`src/rtl/csr_timer.sv`:
```
// Timer/interrupt slice of the CSR file: 64-bit stable counter, TID/TCFG/TVAL/TICLR
// countdown timer, ECFG local interrupt enables and the registered interrupt request.
module csr_timer (
    input  logic        clk,
    input  logic        resetn,
    input  logic [13:0] csr_num,
    input  logic        csr_we,
    input  logic [31:0] csr_wdata,
    input  logic [31:0] csr_wmask,
    output logic [31:0] csr_rdata,
    output logic        csr_hit,
    input  logic        crmd_ie,
    input  logic [12:0] estat_is_ext,
    output logic        timer_int,
    output logic        int_req,
    output logic [31:0] cnt_lo,
    output logic [31:0] cnt_hi
);

    localparam logic [13:0] CSR_ECFG  = 14'h0004;
    localparam logic [13:0] CSR_TID   = 14'h0040;
    localparam logic [13:0] CSR_TCFG  = 14'h0041;
    localparam logic [13:0] CSR_TVAL  = 14'h0042;
    localparam logic [13:0] CSR_TICLR = 14'h0044;

    // LIE bit 10 has no interrupt source behind it and is hardwired to zero.
    localparam logic [12:0] LIE_MASK  = 13'h1BFF;

    logic [63:0] r_cnt;
    logic [31:0] r_tid;
    logic [31:0] r_tcfg;
    logic [31:0] r_tval;
    logic [12:0] r_ecfg;
    logic        r_armed;
    logic        r_timer_int;
    logic        r_int_req;

    logic        w_we_tid;
    logic        w_we_tcfg;
    logic        w_we_ecfg;
    logic        w_ticlr_clr;
    logic [31:0] w_tid_new;
    logic [31:0] w_tcfg_new;
    logic [31:0] w_ecfg_new;
    logic        w_expire;
    logic [12:0] w_pending;
    logic [31:0] w_rdata;
    logic        w_hit;
    logic        w_unused;

    function automatic logic [31:0] merge(input logic [31:0] old_val);
        return (csr_wmask & csr_wdata) | (~csr_wmask & old_val);
    endfunction

    assign w_we_tid    = csr_we && (csr_num == CSR_TID);
    assign w_we_tcfg   = csr_we && (csr_num == CSR_TCFG);
    assign w_we_ecfg   = csr_we && (csr_num == CSR_ECFG);
    assign w_ticlr_clr = csr_we && (csr_num == CSR_TICLR) && csr_wmask[0] && csr_wdata[0];

    assign w_tid_new   = merge(r_tid);
    assign w_tcfg_new  = merge(r_tcfg);
    assign w_ecfg_new  = merge({19'd0, r_ecfg});

    assign w_expire    = r_armed && (r_tval == 32'd0);

    // The internal timer line replaces whatever the CSR file reports in IS[11].
    assign w_pending   = {estat_is_ext[12], r_timer_int, estat_is_ext[10:0]};
    assign w_unused    = estat_is_ext[11];

    // NOTE: state is updated with non-blocking assignments so every register samples
    // pre-edge values, independent of the order of the statements below.
    always_ff @(posedge clk) begin
        if (!resetn) begin
            r_cnt <= 64'd0;
            r_tid <= 32'd0;
            r_ecfg <= 13'd0;
        end else begin
            r_cnt <= r_cnt + 64'd1;
            if (w_we_tid)
                r_tid <= w_tid_new;
            if (w_we_ecfg)
                r_ecfg <= w_ecfg_new[12:0] & LIE_MASK;
        end
    end

    // A TCFG write reloads the countdown and wins over a coinciding expiry.
    always_ff @(posedge clk) begin
        if (!resetn) begin
            r_tcfg  <= 32'd0;
            r_tval  <= 32'd0;
            r_armed <= 1'b0;
        end else if (w_we_tcfg) begin
            r_tcfg  <= w_tcfg_new;
            r_tval  <= {w_tcfg_new[31:2], 2'b00};
            r_armed <= w_tcfg_new[0];
        end else if (w_expire) begin
            if (r_tcfg[1])
                r_tval <= {r_tcfg[31:2], 2'b00};
            else
                r_armed <= 1'b0;
        end else if (r_armed) begin
            r_tval <= r_tval - 32'd1;
        end
    end

    // Expiry has priority over a TICLR clear landing in the same cycle.
    always_ff @(posedge clk) begin
        if (!resetn) begin
            r_timer_int <= 1'b0;
            r_int_req   <= 1'b0;
        end else begin
            if (w_expire)
                r_timer_int <= 1'b1;
            else if (w_ticlr_clr)
                r_timer_int <= 1'b0;
            r_int_req <= crmd_ie && |(w_pending & r_ecfg);
        end
    end

    // NOTE: every output of this block gets a default first so no latch is inferred.
    always_comb begin
        w_rdata = 32'd0;
        w_hit   = 1'b1;
        case (csr_num)
            CSR_ECFG:  w_rdata = {19'd0, r_ecfg};
            CSR_TID:   w_rdata = r_tid;
            CSR_TCFG:  w_rdata = r_tcfg;
            CSR_TVAL:  w_rdata = r_tval;
            CSR_TICLR: w_rdata = 32'd0;
            default:   w_hit   = 1'b0;
        endcase
    end

    assign csr_rdata = w_rdata;
    assign csr_hit   = w_hit;
    assign timer_int = r_timer_int;
    assign int_req   = r_int_req;
    assign cnt_lo    = r_cnt[31:0];
    assign cnt_hi    = r_cnt[63:32];

endmodule
```
`config.mk`:
```
export PLATFORM = sky130hd
export DESIGN_NAME = csr_timer
export DESIGN_NICKNAME = d
export VERILOG_FILES = /design/src/rtl/csr_timer.sv
export SDC_FILE = /design/constraint.sdc
export NUM_CORES = 1
export LEC_CHECK = 0
export ABC_AREA = 1
export BUFFER_PORTS_ARGS = -buffer_cell sky130_fd_sc_hd__buf_2
export CAP_MARGIN = 25
export CORE_ASPECT_RATIO = 1.75
export CORE_MARGIN = 2
export CORE_UTILIZATION = 30
export CTS_CLUSTER_SIZE = 16
export DETAILED_ROUTE_END_ITERATION = 12
export PLACE_DENSITY = 0.57
export SKIP_CTS_REPAIR_TIMING = 1
export SLEW_MARGIN = 20
export SYNTH_ARGS = -nofsm -noshare
export SYNTH_HDL_FRONTEND = slang
export SYNTH_SLANG_ARGS = --single-unit
```
`constraint.sdc`:
```
create_clock -name clk -period 5.6 [get_ports clk]
set_input_delay 1.12 -clock clk [delete_from_list [all_inputs] [get_ports clk]]
set_output_delay 1.12 -clock clk [all_outputs]
set_load 0.01 [all_outputs]
```
==> results of run 1 <==
[path summary, 6_finish.rpt]
check | from | to | slack [ns] | depth (start not counted)
worst max-delay path | csr_num[9] | csr_rdata[4] | 1.24 | 10
worst min-delay path | flip-flop | flip-flop | 0.46 | 2
worst max register to register | r_tval[0]$_SDFFE_PP0P_ | r_tval[28]$_SDFFE_PN0P_ | 2.57 | 11
worst min register to register | flip-flop | flip-flop | 0.46 | 2
[synthesized netlist by cell type (2+ instances only)]
cell / instances
nand2_1: 470
nor2_1: 194
inv_1: 188
dfxtp_1: 175
a21oi_1: 137
nand3_1: 130
o21ai_0: 76
nor3_1: 44
clkbuf_1: 38
nand4_1: 38
o22ai_1: 23
o221ai_1: 20
or2_2: 15
xor2_1: 15
nor2_2: 12
a211o_1: 11
o21ai_1: 6
buf_2: 4
nand2_2: 4
nand2_4: 4
a221oi_1: 3
a22o_1: 3
buf_4: 3
nand3b_1: 3
nor3b_1: 3
nor4_1: 3
o21a_1: 3
xnor2_1: 3
a211oi_1: 2
buf_1: 2
buf_6: 2
ha_1: 2
inv_2: 2
nor2_4: 2
nor2_8: 2
o31ai_1: 2
[per-layer routing]
layer,GRT usage (%),routed length [um],up-vias
li1,-,-,5786
met2,47.06,23770,383
met5,0,55,-
met3,4.479,2112,130
met1,21.67,14300,5473
met4,17.96,3447,8
[cell families after synthesis]
kind of cell               after synthesis
AOI/OAI and AO/OA                      288
xor gates and xnor gates                18
adders and majority gates                2
buffers and inverters                  240
DFF                                    175
and+or+nand+nor                        930
[report_power, final]
group	total, mW	internal, mW	switching (mW)
sequential	1.25	1.25	0.00237
clock	1.26	0.685	0.578
combinational	0.104	0.0360	0.0685
total	2.62	1.97	0.649
[cell type report]
| cell class | count | area, sq um |
|---|---|---|
| Tap cell | 455 | 569.3 |
| Clock inverter | 11 | 132.6 |
| Fill cell | 3756 | 21480 |
| Timing Repair Buffer | 199 | 1016 |
| Antenna cell | 4 | 10.01 |
| Inverter | 191 | 720.7 |
| Multi-Input combinational cell | 1238 | 5852 |
| Sequential cell | 175 | 3503 |
| Clock buffer | 21 | 460.4 |
[layout by cell type, fill, tap and decap left out, drive strengths merged, types with 21 or more instances in the layout]
cell type  instances
nand4             38
nor2             210
nand2            478
o22ai             23
nand3            132
nor3              45
clkbuf            21
dfxtp            175
inv              191
o21ai             82
buf              199
a21oi            137
[tightest hold or removal path: stages, from the launching register on]
cell and delay [ns]:
dfxtp_1 0.31, nand2_1 0.06, a21oi_1 0.05
[metrics by stage]
stage,setup slack [ns],util (%),area (sq um)
global route,1.047,36.32,12250
global placement,1.229,34.56,11660
finish,1.243,36.35,12260
floorplan,2.054,-,10280
detailed placement,1.202,34.56,11660
CTS,1.205,36.31,12250
==> out/metrics.yaml, run 1 <==
run_status:
  status: "finished clean"
global_route:
  grt_use_total_pct: 24.39
  grt_max_degree: 76
  overflow: 0
  grt_pass1_vias: 11570
  antenna_found_initial: 8
  grt_pass1_wl_um: 65360
flow_run:
  drv_cap: 0
power:
  leakagePower_nw: 4.990
  p_total_mw: 2.615
  ir_drop_mv: 0.2240
  power.density_nw_per_um2: 213.2
final_layout:
  nNetsFinal: 1919
  drive_gt1_share_pct: 15.04
  finalNonFillerCells: 2294
  area_growth_pct: 19.32
sta:
  fmax_mhz: 229.5
  layout_min_cycle_time_ns: 4.357
  finClkSkew_ns: 0.01173
  relSlewSlack_pct: 36.30
  fin_tns_setup_ns: 0
  whs_ns: 0.4583
  period_share_pct: 77.80
  worst_pin_slew_ns: 0.9503
  rsz0062_at_grt: "false"
  drv_slew: 0
  finalSetupViolations: 0
  finalHoldViolCount: 0
floorplan:
  die-width_um: 143.9
  die_h_um: 248.9
  dieArea_sq_um: 35820
  ios: 194
  core_area_sq_um: 33740
  start_util_pct: 30.46
  row_count: 89
hold_path:
  hold_class: "reg -> reg"
placed_design:
  portBuffers: 191
  routabilityCongestion: 1.080
  post-dp-hpwl_um: 34140
  dp.cells: 2258
yosys:
  yosys-top-cells-area: "dfxtp_1 (34%), nand2_1 (17%), nor2_1 (7.1%), inv_1 (6.9%), a21oi_1 (6.7%)"
  netlist_area_sq_um: 10280
  synth_top_area_share_pct: 34.08
  synth_top_family_by_area: "simple AND/OR/NAND/NOR gates"
  ys_seq_area_share_pct: 34.08
  yosys_warnings: 0
  synth_cells: 1653
  syn-num-nets: 1750
  synth_xor_area_share_pct: 1.534
  postSynth.asyncResetShare_pct: 0
  synth_seq_cells: 175
  muxShareOfSynthArea_pct: 0
  synth_simple_gate_area_share_pct: 39.20
  synth_ff_type: "dfxtp_1"
  synth_fa_ha_area_share_pct: 0.2435
  avgSynthCellArea_sq_um: 6.218
  yosysTopAreaCell: "dfxtp_1"
  synth_compound_area_share_pct: 15.87
  synth_edf_count: 0
  synth_cell_types: 45
critical_path:
  crit_chain: "buf_2 > or2_1 > nor2_4 > nand2_2 > nor2_2 > nand3_1 > buf_4 > nor2_1 > a211o_1 > buf_2"
  timing.critical_path.buf_inv: 3
  critPathSlowestCell: "nand3_1"
  crit_path_max_fanout: 14
  crit_top_cell: "buf_2"
  path_class: "in -> out"
  cp_slowest_stage_delay_ns: 0.45
  critPathRequiredTime_ns: 4.48
  worstSetupStartpointType: "primary input"
  crit_arrival_ns: 3.24
  cp_top_family: "simple AND/OR/NAND/NOR gates"
  end_kind: "output pin"
drt:
  wl_um: 43680
  post-route-drc-count: 0
  num_vias: 11780
  wl_per_cell_um: 19.04
  vias_per_cell: 5.135
  first_pass_iters: 7
  drt_iter0_drc: 660
  ant_nets: 0
clock_tree:
  cts_sinks: 175
  clk_pin_slew_worst_paths_ns: 0.06
  clock_path_buffers: 2
  tritoncts: "built"
  cts_buffers: 17
  root_buffer: "clkbuf_16"
  htree_levels: 4
  clock_latency_ns: 0.47
Power figures use the tool's default switching activity.
==> inputs of run 2 (changes only) <==
- clock period: 5.6 -> 4.5 ns (I/O delays scaled with it)
==> run 2 against run 1 <==
Combinational power grew 25%. Critical path type unchanged. Worst hold slack is essentially flat. Wire length shrank 0.60%. Flip-flop and latch count is the same. Worst setup slack lost 0.47 ns. Critical path depth shrank 2. Sequential share of layout area shrank 0.22 points. Clock power grew 38%. Via count shrank 0.73%. Utilization grew 0.29 points. Power grew 31%.
==> out/metrics.yaml, run 2 (same netlist as run 1, synthesis figures left out) <==
sta:
  finalSetupViolations: 0  # unchanged
  setup_ws_ns: 0.7714  # -0.4718 ns
  fmax_mhz: 268.2
  finalHoldViolCount: 0  # unchanged
  relSlewSlack_pct: 35.87  # -0.43 points
  finClkSkew_ns: 0.009860  # -0.001873 ns
  layout_min_cycle_time_ns: 3.729
  worst_pin_slew_ns: 0.9567  # +0.006418 ns
  fin_tns_setup_ns: 0  # unchanged
  drv_slew: 0  # unchanged
  period_share_pct: 82.86
  rsz0062_at_grt: "false"
  whs_ns: 0.4581  # -0.0001610 ns
run_status:
  status: "finished clean"
final_layout:
  drive_gt1_share_pct: 15.28  # +0.24 points
  layout_common_cells: "nand2_1 (470), nor2_1 (194), buf_2 (191)"
  post-route-util_pct: 36.63  # +0.29 points
  finalNonFillerCells: 2298  # +0.17%
  final_common_cell: "nand2_1"
  fill_cells: 3740  # -0.43%
  nNetsFinal: 1923  # +0.21%
  area_growth_pct: 20.26
  final_area_sq_um: 12360  # +0.79%
power:
  p_total_mw: 3.422  # +31%
  p_int_mw: 2.594  # +32%
  power.switching_mw: 0.8276  # +28%
  seq_power_share_pct: 45.4  # -2.3 points
  power.density_nw_per_um2: 276.8  # +30%
  leakagePower_nw: 5.048  # +1.2%
  sw_frac_of_total_pct: 24.19  # -0.63 points
  ir_drop_mv: 0.2868  # +28%
  clock_power_share_pct: 50.8  # +2.5 points
  comb_power_share_pct: 3.8  # -0.2 points
drt:
  first_pass_iters: 5  # -2
  vias_per_cell: 5.089  # -0.90%
  wl_per_cell_um: 18.89  # -0.77%
  drt_iter0_drc: 724  # +9.7%
  ant_nets: 0  # unchanged
  num_vias: 11690  # -0.73%
  post-route-drc-count: 0  # unchanged
  wl_um: 43420  # -0.60%
global_route:
  grt_pass1_wl_um: 65200  # -0.25%
  grt_use_total_pct: 24.36  # -0.027 points
  overflow: 0  # unchanged
  grt_max_degree: 62  # -18%
  antenna_found_initial: 8  # unchanged
  grt_pass1_vias: 11330  # -2.1%
floorplan:
  ios: 194  # unchanged
  dieArea_sq_um: 35820  # unchanged
  core_area_sq_um: 33740  # unchanged
  die_h_um: 248.9  # unchanged
  row_count: 89  # unchanged
  start_util_pct: 30.46  # unchanged
  die-width_um: 143.9  # unchanged
critical_path:
  crit_arrival_ns: 2.83  # -0.41 ns
  end_kind: "output pin"
  critPathSlowestCell: "nand3_1"
  worstSetupStartpointType: "primary input"
  crit_path_max_fanout: 12  # -2
  cp_slowest_stage_delay_ns: 0.59  # +0.14 ns
  cp_top_family: "simple AND/OR/NAND/NOR gates"
  crit_chain: "buf_2 > inv_1 > nand2_1 > nor3b_1 > nand3_1 > o22ai_1 > a211o_1 > buf_2"
  crit_top_cell: "buf_2"
  path_class: "in -> out"
  timing.critical_path.buf_inv: 3  # unchanged
  critPathRequiredTime_ns: 3.60  # -0.88 ns
flow_run:
  drv_cap: 0  # unchanged
placed_design:
  post-dp-hpwl_um: 34060  # -0.26%
  dpl_cell_area_sq_um: 11690  # +0.26%
  dp_slack_ns: 0.7716  # -0.4308 ns
  routabilityCongestion: 1.054  # -2.3%
  portBuffers: 191  # unchanged
  dp.cells: 2262  # +0.18%
clock_tree:
  htree_levels: 4  # unchanged
  clk_pin_slew_worst_paths_ns: 0.07  # about the same
  cts_buffers: 17  # unchanged
  clock_latency_ns: 0.47  # about the same
  cts_sinks: 175  # unchanged
  tritoncts: "built"
  root_buffer: "clkbuf_16"
  clock_path_buffers: 2  # unchanged
hold_path:
  hold_class: "reg -> reg"
## run 2: cell count changes in the layout (fill, tap and decap cells not counted), sizes merged
cell | before | now
buf | 199 | 203
bufinv | 2 | 5
clkbuf | 21 | 18
clkinv | 7 | 6
clkinvlp | 2 | 0
inv | 191 | 194
## run 2: worst min-delay path: cells and delay by family, from the launching register on
family           cells  cell delay [ns]
AO/OA/AOI/OAI        1             0.05
flip-flops           1             0.31
AND/OR/NAND/NOR      1             0.06
## run 2: layout make-up
class	instances	area [sq um]	area share, %
tap	455	569.3	4.606
sequential	175	3503	28.34
antenna	4	10.01	0.08098
timing repair buffer	203	1046	8.462
clock buffer	18	429.2	3.472
clock inverter	14	230.2	1.863
multi-input combinational	1238	5852	47.34
inverter	191	720.7	5.831
## run 2: worst paths after layout
check,start,to,slack (ns),depth (start not counted)
max,csr_num[1],csr_rdata[4],0.77,8
min,flip-flop,flip-flop,0.46,2
max reg2reg,r_tval[0]$_SDFFE_PP0P_,r_tval[5]$_SDFFE_PN0P_,1.49,11
min reg2reg,flip-flop,flip-flop,0.46,2
## run 2: routing by layer
metal	GRT usage (%)	vias up	wire length, um
met1	22.18	5372	14310
li1	-	5795	-
met3	4.402	130	2093
met5	0	-	49
met2	46.76	389	23660
met4	17.28	8	3307
## run 2: power by group through the flow
stage          Sequential (mW)  Clock, mW  Combinational, mW
6_report                  1.55       1.74              0.130
5_1_grt                   1.55       1.82              0.145
4_1_cts                   1.55       1.77              0.130
3_5_place_dp              1.59          0              0.130
3_3_place_gp              1.59          0              0.128
2_1_floorplan             1.59          0             0.0480
==> inputs of run 3 (changes only) <==
- clock period: 4.5 -> 3.7 ns (I/O delays scaled with it)
==> run 3 against run 2 <==
Sequential share of layout area is essentially flat. Largest cell class unchanged. Register-to-register slack lost 0.78 ns. Combinational power is 24% higher. Utilization up 0.052 points. Critical path type unchanged. Clock power grew 9%. Die area is the same. Design area rose by 0.14%. Cell count up 0.22%.
==> out/metrics.yaml, run 3 (same netlist as run 1, synthesis figures left out) <==
clock_tree:
  cts_buffers: 17  # unchanged
  root_buffer: "clkbuf_16"
  clock_latency_ns: 0.46  # about the same
  clk_pin_slew_worst_paths_ns: 0.07  # about the same
  tritoncts: "built"
  clock_path_buffers: 2  # unchanged
  cts_sinks: 175  # unchanged
  htree_levels: 4  # unchanged
critical_path:
  startpoint: "csr_num[9]"
  crit_arrival_ns: 2.72  # -0.11 ns
  crit_top_cell: "buf_2"
  worstSetupStartpointType: "primary input"
  r2r_start: "r_tval[0]$_SDFFE_PP0P_"
  path_class: "in -> out"
  critPathSlowestCell: "nand2_1"
  cp_top_family: "simple AND/OR/NAND/NOR gates"
  timing.critical_path.buf_inv: 3  # unchanged
  critPathRequiredTime_ns: 2.96  # -0.64 ns
  cp_slowest_stage_delay_ns: 0.36  # -0.23 ns
  crit_path_max_fanout: 11  # -1
  end_kind: "output pin"
  crit_chain: "buf_2 > or2_1 > nor2_4 > nand2_2 > nor2_2 > nand2_1 > buf_4 > o221ai_1 > buf_2"
placed_design:
  dpl_cell_area_sq_um: 11780  # +0.75%
  dp_slack_ns: 0.2137  # -0.5579 ns
  dp.cells: 2267  # +0.22%
  routabilityCongestion: 1.024  # -2.9%
  portBuffers: 191  # unchanged
  post-dp-hpwl_um: 34290  # +0.67%
final_layout:
  fill_cells: 3762  # +0.59%
  drive_gt1_share_pct: 15.51  # +0.23 points
  layout_common_cells: "nand2_1 (470), nor2_1 (194), buf_2 (191)"
  finalNonFillerCells: 2303  # +0.22%
  nNetsFinal: 1928  # +0.26%
  final_area_sq_um: 12380  # +0.14%
  post-route-util_pct: 36.69  # +0.052 points
  final_common_cell: "nand2_1"
  area_growth_pct: 20.43
power:
  power.switching_mw: 0.9605  # +16%
  power.density_nw_per_um2: 318.0  # +15%
  ir_drop_mv: 0.3533  # +23%
  p_total_mw: 3.936  # +15%
  leakagePower_nw: 5.040  # -0.14%
  p_int_mw: 2.975  # +15%
  comb_power_share_pct: 4.1  # +0.3 points
  seq_power_share_pct: 48.0  # +2.6 points
  clock_power_share_pct: 47.9  # -2.9 points
  sw_frac_of_total_pct: 24.40  # +0.22 points
drt:
  wl_met3_um: 1979  # -5.4%
  wl_per_cell_um: 18.92  # +0.12%
  ant_nets: 0  # unchanged
  num_vias: 11660  # -0.26%
  wl_um: 43570  # +0.34%
  wl_met2_um: 23950  # +1.2%
  post-route-drc-count: 0  # unchanged
  drt_iter0_drc: 659  # -9.0%
  wl_met1_um: 14180  # -0.89%
  top_layer_used: "met5"
  vias_per_cell: 5.065  # -0.47%
  first_pass_iters: 5  # unchanged
global_route:
  grt_pass1_vias: 11640  # +2.7%
  grt_use_total_pct: 24.52  # +0.16 points
  grt_pass1_wl_um: 65520  # +0.49%
  overflow: 0  # unchanged
  antenna_found_initial: 8  # unchanged
  grt_max_degree: 84  # +35%
floorplan:
  core_area_sq_um: 33740  # unchanged
  die-width_um: 143.9  # unchanged
  dieArea_sq_um: 35820  # unchanged
  row_count: 89  # unchanged
  ios: 194  # unchanged
  die_h_um: 248.9  # unchanged
  start_util_pct: 30.46  # unchanged
sta:
  rsz0062_at_grt: "false"
  finalHoldViolCount: 0  # unchanged
  layout_min_cycle_time_ns: 3.462
  drv_slew: 0  # unchanged
  whs_ns: 0.4619  # +0.003803 ns
  setup_ws_ns: 0.2380  # -0.5334 ns
  fin_tns_setup_ns: 0  # unchanged
  period_share_pct: 93.57
  relSlewSlack_pct: 35.81  # -0.060 points
  finalSetupViolations: 0  # unchanged
  fmax_mhz: 288.8
  worst_pin_slew_ns: 0.9576  # +0.0008996 ns
  finClkSkew_ns: 0.01407  # +0.004209 ns
run_status:
  status: "finished clean"
hold_path:
  hold_class: "reg -> reg"
flow_run:
  drv_cap: 0  # unchanged
## run 3: area by class of cell
cell class	count	area, sq um	share of cell area, %
diodes	4	10.01	0.08087
clock buffers	20	456.7	3.689
clock inverters	12	133.9	1.082
inverters	191	719.4	5.812
multi-input cells	1238	5852	47.28
flip-flops and latches	175	3503	28.30
well taps	455	569.3	4.599
repair buffers	208	1134	9.158
## run 3: path summary, 6_finish.rpt
| path | to | slack [ns] | cells past startpoint |
|---|---|---|---|
| setup / recovery | csr_rdata[23] | 0.24 | 9 |
| hold / removal | flip-flop | 0.46 | 2 |
| hold reg to reg | flip-flop | 0.46 | 2 |
| setup reg to reg | r_tval[18]$_SDFFE_PN0P_ | 0.71 | 12 |
## run 3: power groups by stage
| stage | clock network [mW] | logic [mW] | registers [mW] |
|---|---|---|---|
| 2_1_floorplan | 0 | 0.0584 | 1.93 |
| 3_3_place_gp | 0 | 0.158 | 1.93 |
| 3_5_place_dp | 0 | 0.161 | 1.93 |
| 4_1_cts | 1.92 | 0.162 | 1.89 |
| 5_1_grt | 1.99 | 0.179 | 1.89 |
| 6_report | 1.89 | 0.161 | 1.89 |
## run 3: metal layers
layer | vias to the layer above | track usage, %
met1 | 5365 | 22.01
met3 | 122 | 3.902
met2 | 370 | 47.44
met5 | - | 0
met4 | 8 | 18.12
li1 | 5799 | -
## run 3: worst min-delay path, cell delays in order, from the launching register on
cell and delay (ns):
dfxtp_1 0.31, nand2_1 0.06, a21oi_1 0.05
